`src/rtl/fft_input_loader_pkg.sv`:
```
// Shared FFT constants, loader state encoding and a width-parameterised bit-reverse helper.
package fft_input_loader_pkg;

  localparam int unsigned IN_BIT_DEF = 16;
  localparam int unsigned D_BIT_DEF  = 17;
  localparam int unsigned A_BIT_DEF  = 9;
  localparam int unsigned N_DEF      = 1 << (A_BIT_DEF + 2);

  localparam logic [1:0] ST_IDLE  = 2'd0;
  localparam logic [1:0] ST_LOAD  = 2'd1;
  localparam logic [1:0] ST_FLUSH = 2'd2;

  localparam int unsigned REV_MAX = 32;
  localparam int unsigned REV_IW  = $clog2(REV_MAX);

  // Reverse the low 'width' bits of x; bits at or above 'width' come back as zero.
  function automatic logic [REV_MAX-1:0] bit_reverse(input logic [REV_MAX-1:0] x,
                                                     input int unsigned width);
    logic [REV_MAX-1:0] r;
    r = '0;
    for (int unsigned i = 0; i < REV_MAX; i++) begin
      if (i < width) r[REV_IW'(width - 1 - i)] = x[REV_IW'(i)];
    end
    return r;
  endfunction

endpackage

```
`src/rtl/fft_bitrev_addr.sv`:
```
// Maps a natural-order sample index to its bit-reversed {bank, address} location.
module fft_bitrev_addr
  import fft_input_loader_pkg::*;
#(
  parameter int unsigned A_BIT = A_BIT_DEF
) (
  input  logic [A_BIT+1:0] n,
  output logic [1:0]       bank_c,
  output logic [A_BIT-1:0] addr_c
);

  localparam int unsigned NW = A_BIT + 2;

  logic [NW-1:0] rev;

  assign rev    = NW'(bit_reverse(REV_MAX'(n), NW));
  assign bank_c = rev[NW-1:A_BIT];
  assign addr_c = rev[A_BIT-1:0];

endmodule

```
`src/rtl/fft_input_loader.sv`:
```
// Streams one frame of complex samples into the 4-bank FFT memory in bit-reversed order.
module fft_input_loader
  import fft_input_loader_pkg::*;
#(
  parameter int unsigned IN_BIT = IN_BIT_DEF,
  parameter int unsigned D_BIT  = D_BIT_DEF,
  parameter int unsigned A_BIT  = A_BIT_DEF
) (
  input  logic              iCLK,
  input  logic              iRESET,
  input  logic              iSTART,
  input  logic              iVALID,
  input  logic [IN_BIT-1:0] iDATA_RE,
  input  logic [IN_BIT-1:0] iDATA_IM,
  output logic              oREADY,
  output logic [D_BIT-1:0]  oDATA_RE,
  output logic [D_BIT-1:0]  oDATA_IM,
  output logic [A_BIT-1:0]  oADDR_WR_0,
  output logic [A_BIT-1:0]  oADDR_WR_1,
  output logic [A_BIT-1:0]  oADDR_WR_2,
  output logic [A_BIT-1:0]  oADDR_WR_3,
  output logic              oWE_0,
  output logic              oWE_1,
  output logic              oWE_2,
  output logic              oWE_3,
  output logic              oBUSY,
  output logic              oDONE
);

  localparam int unsigned NW = A_BIT + 2;
  localparam logic [NW-1:0] N_LAST = '1;

  logic [1:0]       state, state_nxt;
  logic [NW-1:0]    n, n_nxt;
  logic             accept_c;
  logic [1:0]       bank_c;
  logic [A_BIT-1:0] addr_c;

  logic             ready_q, busy_q, done_q;
  logic [3:0]       we_q;
  logic [A_BIT-1:0] addr_q [4];
  logic [D_BIT-1:0] re_q, im_q;

  // The registered ready flag is high exactly in LOAD, so this is the handshake.
  assign accept_c = (state == ST_LOAD) && iVALID;

  fft_bitrev_addr #(.A_BIT(A_BIT)) u_bitrev (
    .n      (n),
    .bank_c (bank_c),
    .addr_c (addr_c)
  );

  always_ff @(posedge iCLK or posedge iRESET) begin
    if (iRESET) begin
      state <= ST_IDLE;
      n     <= '0;
    end else begin
      state <= state_nxt;
      n     <= n_nxt;
    end
  end

  always_comb begin
    state_nxt = state;
    n_nxt     = n;
    case (state)
      ST_IDLE: begin
        if (iSTART) begin
          state_nxt = ST_LOAD;
          n_nxt     = '0;
        end
      end
      ST_LOAD: begin
        if (accept_c) begin
          n_nxt = n + NW'(1);
          if (n == N_LAST) state_nxt = ST_FLUSH;
        end
      end
      ST_FLUSH: state_nxt = ST_IDLE;
      default:  state_nxt = ST_IDLE;
    endcase
  end

  // Status flags follow the state being entered so they line up with it.
  always_ff @(posedge iCLK or posedge iRESET) begin
    if (iRESET) begin
      ready_q <= 1'b0;
      busy_q  <= 1'b0;
      done_q  <= 1'b0;
    end else begin
      ready_q <= (state_nxt == ST_LOAD);
      busy_q  <= (state_nxt != ST_IDLE);
      done_q  <= (state_nxt == ST_FLUSH);
    end
  end

  // Write port: data is shared by all banks, only the selected bank's address moves.
  always_ff @(posedge iCLK or posedge iRESET) begin
    if (iRESET) begin
      we_q <= '0;
      re_q <= '0;
      im_q <= '0;
      for (int i = 0; i < 4; i++) addr_q[i] <= '0;
    end else begin
      we_q <= '0;
      if (accept_c) begin
        we_q[bank_c]   <= 1'b1;
        addr_q[bank_c] <= addr_c;
        re_q           <= D_BIT'(signed'(iDATA_RE));
        im_q           <= D_BIT'(signed'(iDATA_IM));
      end
    end
  end

  assign oREADY     = ready_q;
  assign oBUSY      = busy_q;
  assign oDONE      = done_q;
  assign oDATA_RE   = re_q;
  assign oDATA_IM   = im_q;
  assign oWE_0      = we_q[0];
  assign oWE_1      = we_q[1];
  assign oWE_2      = we_q[2];
  assign oWE_3      = we_q[3];
  assign oADDR_WR_0 = addr_q[0];
  assign oADDR_WR_1 = addr_q[1];
  assign oADDR_WR_2 = addr_q[2];
  assign oADDR_WR_3 = addr_q[3];

endmodule

```
`config.mk`:
```
export PLATFORM = sky130hd
export DESIGN_NAME = fft_input_loader
export DESIGN_NICKNAME = d
export VERILOG_FILES = /design/src/rtl/fft_input_loader_pkg.sv /design/src/rtl/fft_bitrev_addr.sv /design/src/rtl/fft_input_loader.sv
export SDC_FILE = /design/constraint.sdc
export NUM_CORES = 1
export LEC_CHECK = 0
export BUFFER_PORTS_ARGS = -buffer_cell sky130_fd_sc_hd__buf_2
export CAP_MARGIN = 5
export CORE_AREA = 10 10 121 123
export DETAILED_ROUTE_END_ITERATION = 8
export DIE_AREA = 0 0 131 133
export SLEW_MARGIN = 10
export SYNTH_ARGS = -nofsm -noshare
export SYNTH_HDL_FRONTEND = slang
export SYNTH_HIERARCHICAL = 1
export SYNTH_SLANG_ARGS = --single-unit
export TNS_END_PERCENT = 100
```
`constraint.sdc`:
```
create_clock -name iCLK -period 2.8 [get_ports iCLK]
set_input_delay 0.42 -clock iCLK [delete_from_list [all_inputs] [get_ports iCLK]]
set_output_delay 0.42 -clock iCLK [all_outputs]
set_load 0.02 [all_outputs]
```
# Word level (Yosys, flattened, before mapping)
# Cells that the tools add are included.
# W data, S select, Z words.
dict set report word_totals {
  register_bits 88
  latch_bits 0
  ramBits 0
  romBits 0
  input_bits 36
  out_inout_bits 77
  wordCells 44
  mem_count 0
}
dict set report op_classes {
  n_addsub 1
  multipliers 0
  div 0
  order_cmp 4
  n_eq_ne 6
  shifts 0
  muxes 13
  bitwise_logic 1
  n_reduce_logical 7
}
# cell n
set op_table {}
lappend op_table {{$bwmux W36} 1}
lappend op_table {{$mux W11} 2}
lappend op_table {{$pmux W11 S2} 1}
lappend op_table {{$demux W9 S2} 1}
lappend op_table {{$add A11 B1 Y11 const B} 1}
lappend op_table {{$eq A11 B11 Y1 const B} 1}
lappend op_table {{$mux W9} 1}
lappend op_table {{$mux W2} 3}
lappend op_table {{$eq A2 B1 Y1 const B} 2}
lappend op_table {{$mux W4} 1}
lappend op_table {{$ne A2 B2 Y1 const B} 2}
lappend op_table {{$pmux W2 S2} 1}
lappend op_table {{$reduce_bool A2 Y1} 2}
lappend op_table {{$ge A3 B3 Y1 const B} 1}
lappend op_table {{$logic_and A1 B1 Y1} 3}
lappend op_table {{$lt A2 B3 Y1 const B} 1}
lappend op_table {{$lt A3 B1 Y1 const B} 1}
lappend op_table {{$not A2 Y3} 1}
lappend op_table {{$reduce_and A3 Y1} 1}
lappend op_table {{$demux W1 S2} 1}
lappend op_table {{$eq A2 B2 Y1 const B} 1}
lappend op_table {{$ge A2 B1 Y1 const B} 1}
lappend op_table {{$logic_not A2 Y1} 1}
lappend op_table {{$mux W1} 1}

# Depth between registers and ports, before layout
dict set report depth {
  depth_word 6
  ltp_mapped 6
  ltp_nobuf 4
}

# Modules after synthesis
# The synthesis kept the hierarchy.
# mod n_inst cells_each area_each_um2 seq_area_each_um2
set by_module_without_submodules {}
lappend by_module_without_submodules {fft_input_loader 1 301 3544.6 2202.1}
lappend by_module_without_submodules {fft_bitrev_addr 1 11 82.6 0.0}

# Least setup slack after synthesis
# No wires, ideal clock.
dict set report synth_timing {
  path_type {reg-to-reg}
  start {reg state[0]}
  end {reg addr_q (netlist bit oADDR_WR_2[0])}
  setup_time_ns 0.125
  t_arrival_ns 1.334
  t_required_ns 2.675
  slack_ns 1.340
  stages_incl_launch_ff 7
  synth_period_minus_slack_ns 1.460
  path_cell_list {dfrtp_1 > buf_4 > and3b_1 > buf_4 > nand3b_2 > buf_6 > mux2_4}
}
dict set report synth_via {
  elab_chain_len 2
}
# item line_no
set synth_rtl {}
lappend synth_rtl {{start: declaration} fft_input_loader.sv:33} ;# logic [1:0] state, state_nxt;
lappend synth_rtl {{start signal: assignment} fft_input_loader.sv:58} ;# state <= state_nxt;
lappend synth_rtl {{$eq A2 B1 Y1} fft_input_loader.sv:45} ;# assign accept_c = (state == ST_LOAD) && iVALID;
lappend synth_rtl {{$logic_and A1 B1 Y1} fft_input_loader.sv:45}
lappend synth_rtl {{end signal: indexed assignment} fft_input_loader.sv:108} ;# addr_q[bank_c] <= addr_c;
lappend synth_rtl {{end: declaration} fft_input_loader.sv:41} ;# logic [A_BIT-1:0] addr_q [4];
# No other way between the ends.
# A chain may end at the register's enable or synchronous reset.

# Final worst setup path
dict set report layout_timing {
  start {reg state[0]}
  end {reg addr_q (netlist bit oADDR_WR_0[2])}
}
# Same word-level chain as after synthesis.

==> impl_metrics.ini <==
[routing]
drt_iter0_drc = 125
drt_wl_total_um = 8890
drcViolationCount = 0
dr.pass1.iters = 5
vias_per_cell = 4.28
post_drt_wl_per_cell_um = 15.0
wl_met1_um = 3810
route.met3.wl_um = 481
highest_layer = met5
vias = 2541
antenna_left = 0
routed-wl-met2_um = 4440

[clock_tree]
postCtsHoldBufs = 0
clock_sink_count = 88
cts_buffers = 9
cts_root_buffer = clkbuf_16
cts_tree = done
clock_latency_ns = 0.34
clock_path_buffers = 2
htreeDepth = 3
post_cts_buffers = 0
cts_resized = 0
path_clk_slew_ns = 0.07

[outcome]
status = complete, no violations

[floorplanning]
initial_utilization_pct = 29.3
core_area_mm2 = 0.0124
die_y_um = 133
std_cell_rows = 41
die_w_um = 131
ios = 113
die-area_mm2 = 0.0174

[timing]
final-max-slew-violation-count = 0
fin_crit_ns = 1.87
slew_headroom_pct = 56.6
finalHoldViolations = 0
rsz0062_at_grt = false
finalCritPeriodShare_pct = 66.8
timing.fmax_ghz = 0.535
tightest_slew_ns = 0.650
skew_ns = 0.00873
setup_viol_count_final = 0
tns_ns = 0

[power_and_ir_drop]
vdd_ir_drop_max_mv = 0.299
power.density_mw_per_mm2 = 839
leakage_nw = 2.44
finalPower_mw = 3.85

[worst_setup_path]
crit_path_max_fanout = 35
rrSetupSlack_ns = 0.93
critPathKind = reg -> reg
crit_arrival_ns = 2.09
cp-start-kind = register
endpoint_kind = register
worstPathRequired_ns = 3.02

[synth]
postSynthAreaPerCell_um2 = 11.6
ys_warn_count = 6
synth.cell_area_mm2 = 0.00363
syn-num-nets = 349
seq_area_frac_synth_pct = 60.7
ys_ff_latch = 88
synthCells = 312
ys_types = 37

[layout]
final_nets = 452
layout.cells.most_common = buf_2
final_cell_mix = buf_2 (112), nand2_1 (103), dfrtp_1 (88), mux2_2 (27)
synthToLayoutAreaGrowth_pct = 26.6
final_layout_size_suffix_gt1_share_pct = 41.9
fill_cells = 1225
fin_cells = 593

[worst_hold_path]
hold_path_class = in -> async

[global_routing]
grt_max_degree = 60
grt_pass1_vias = 2663
antenna_found_initial = 2
grt_pass1_wl_um = 14400
overflow = 0
track_usage_pct = 10.5

[placed_design]
gp_congestion = 0.753
place_inst = 576
port_buffers = 112
dp_hpwl_um = 6500

[job]
drv_cap = 0
[worst max-delay path, stage by stage, from the launching register on]
cell      delay [ns]
dfrtp_1         0.54
nand3b_4        0.12
buf_4           0.27
nor3_4          0.43
mux2_2          0.39
[cells by family (layout without fill, tap and decap cells)]
logic type                 count (synthesis)  in the layout  share of synthesized area [%]
muxes                                     42             42                           13.9
and+or+nand+nor                          136            136                           17.5
other                                      0              1                              0
adders and majority gates                  1              1                          0.345
DFF                                       88             88                           60.7
xor gates and xnor gates                   1              1                          0.242
AOI/OAI and AO/OA                         12             12                           2.04
buffers and inverters                     32            140                           5.28
[path summary, 6_finish.rpt]
kind	start	to	cells after the start
worst max-delay path	state[0]$_DFF_PP0_	oADDR_WR_0[2]$_DFFE_PP0P_	4
worst min-delay path	iRESET	oDATA_RE[9]$_DFFE_PP0N_	2
worst max register to register	state[0]$_DFF_PP0_	oADDR_WR_0[2]$_DFFE_PP0P_	4
worst min register to register	oDATA_RE[10]$_DFFE_PP0N_	oDATA_RE[10]$_DFFE_PP0N_	2
max in group asynchronous	iRESET	oADDR_WR_1[3]$_DFFE_PP0P_	3
min in group iCLK	iDATA_IM[3]	oDATA_IM[3]$_DFFE_PP0N_	3
[flip-flops by register name, summed over array words and instances, names as in the netlist]
register and cells:
oDATA_IM 16, oDATA_RE 16, n 11, oADDR_WR_0 9, oADDR_WR_1 9, oADDR_WR_2 9, oADDR_WR_3 9, we_q 4
state 2, oBUSY 1, oDONE 1, oREADY 1
[per-layer routing]
| metal | track usage, % | vias to the layer above |
|---|---|---|
| met5 | 0 | - |
| met4 | 4.33 | 2 |
| met3 | 2.92 | 10 |
| met2 | 17.2 | 61 |
| met1 | 12.5 | 1241 |
| li1 | - | 1227 |
[through the flow]
stage	hold WS (ns)	instance area (um^2)	setup slack [ns]	util, %
after floorplan	0.517	3630	0.101	-
after global routing	0.144	4590	0.741	37.1
after global placement	0.456	4290	0.917	34.7
after detailed placement	0.457	4290	0.824	34.7
after CTS	0.118	4590	0.869	37.1
final	0.108	4590	0.930	37.1
[report_power, final]
part | total [mW] | switching, mW | leakage [nW] | internal [mW]
combinational | 0.951 | 0.555 | 1.18 | 0.396
sequential | 1.72 | 0.206 | 1.11 | 1.52
clock | 1.18 | 0.552 | 0.147 | 0.629
[cells in the mapped netlist]
master	n	area (um^2)
nand2b_1	4	25.0
nand4_1	2	12.5
mux2i_2	1	13.8
nor3b_1	2	15.0
and3b_1	1	8.76
o21bai_1	1	7.51
mux2i_1	5	50.1
a22o_1	2	17.5
ha_1	1	12.5
mux2_4	9	135
or3_1	3	18.8
dfrtp_1	88	2200
nand3b_4	1	20.0
clkbuf_1	3	11.3
o21ai_0	3	15.0
buf_2	3	15.0
o22ai_1	1	6.26
or4_1	1	7.51
buf_6	1	11.3
o31ai_1	1	7.51
nand3b_2	1	11.3
nor4_1	6	37.5
nor2_1	3	11.3
or3b_2	1	8.76
inv_1	8	30.0
nand3_4	1	17.5
nand3b_1	1	7.51
xor2_1	1	8.76
nand4b_1	1	8.76
nor3_4	1	16.3
a21oi_1	4	20.0
nand2_1	103	387
buf_1	1	3.75
nand3_1	3	15.0
mux2_2	27	304
or2b_1	1	7.51
buf_4	16	120
[area by class of cell]
class                   instances  area [um^2]  share of cell area (%)
flip-flops and latches         88         2200                    48.0
repair buffers                116          603                    13.1
clock buffers                   9          225                    4.90
diodes                          1         2.50                  0.0545
inverters                       8         31.3                   0.681
multi-input cells             192         1240                    27.0
well taps                     172          215                    4.69
clock inverters                 7         73.8                    1.61
No activity file was read; power rests on OpenSTA's default activity.
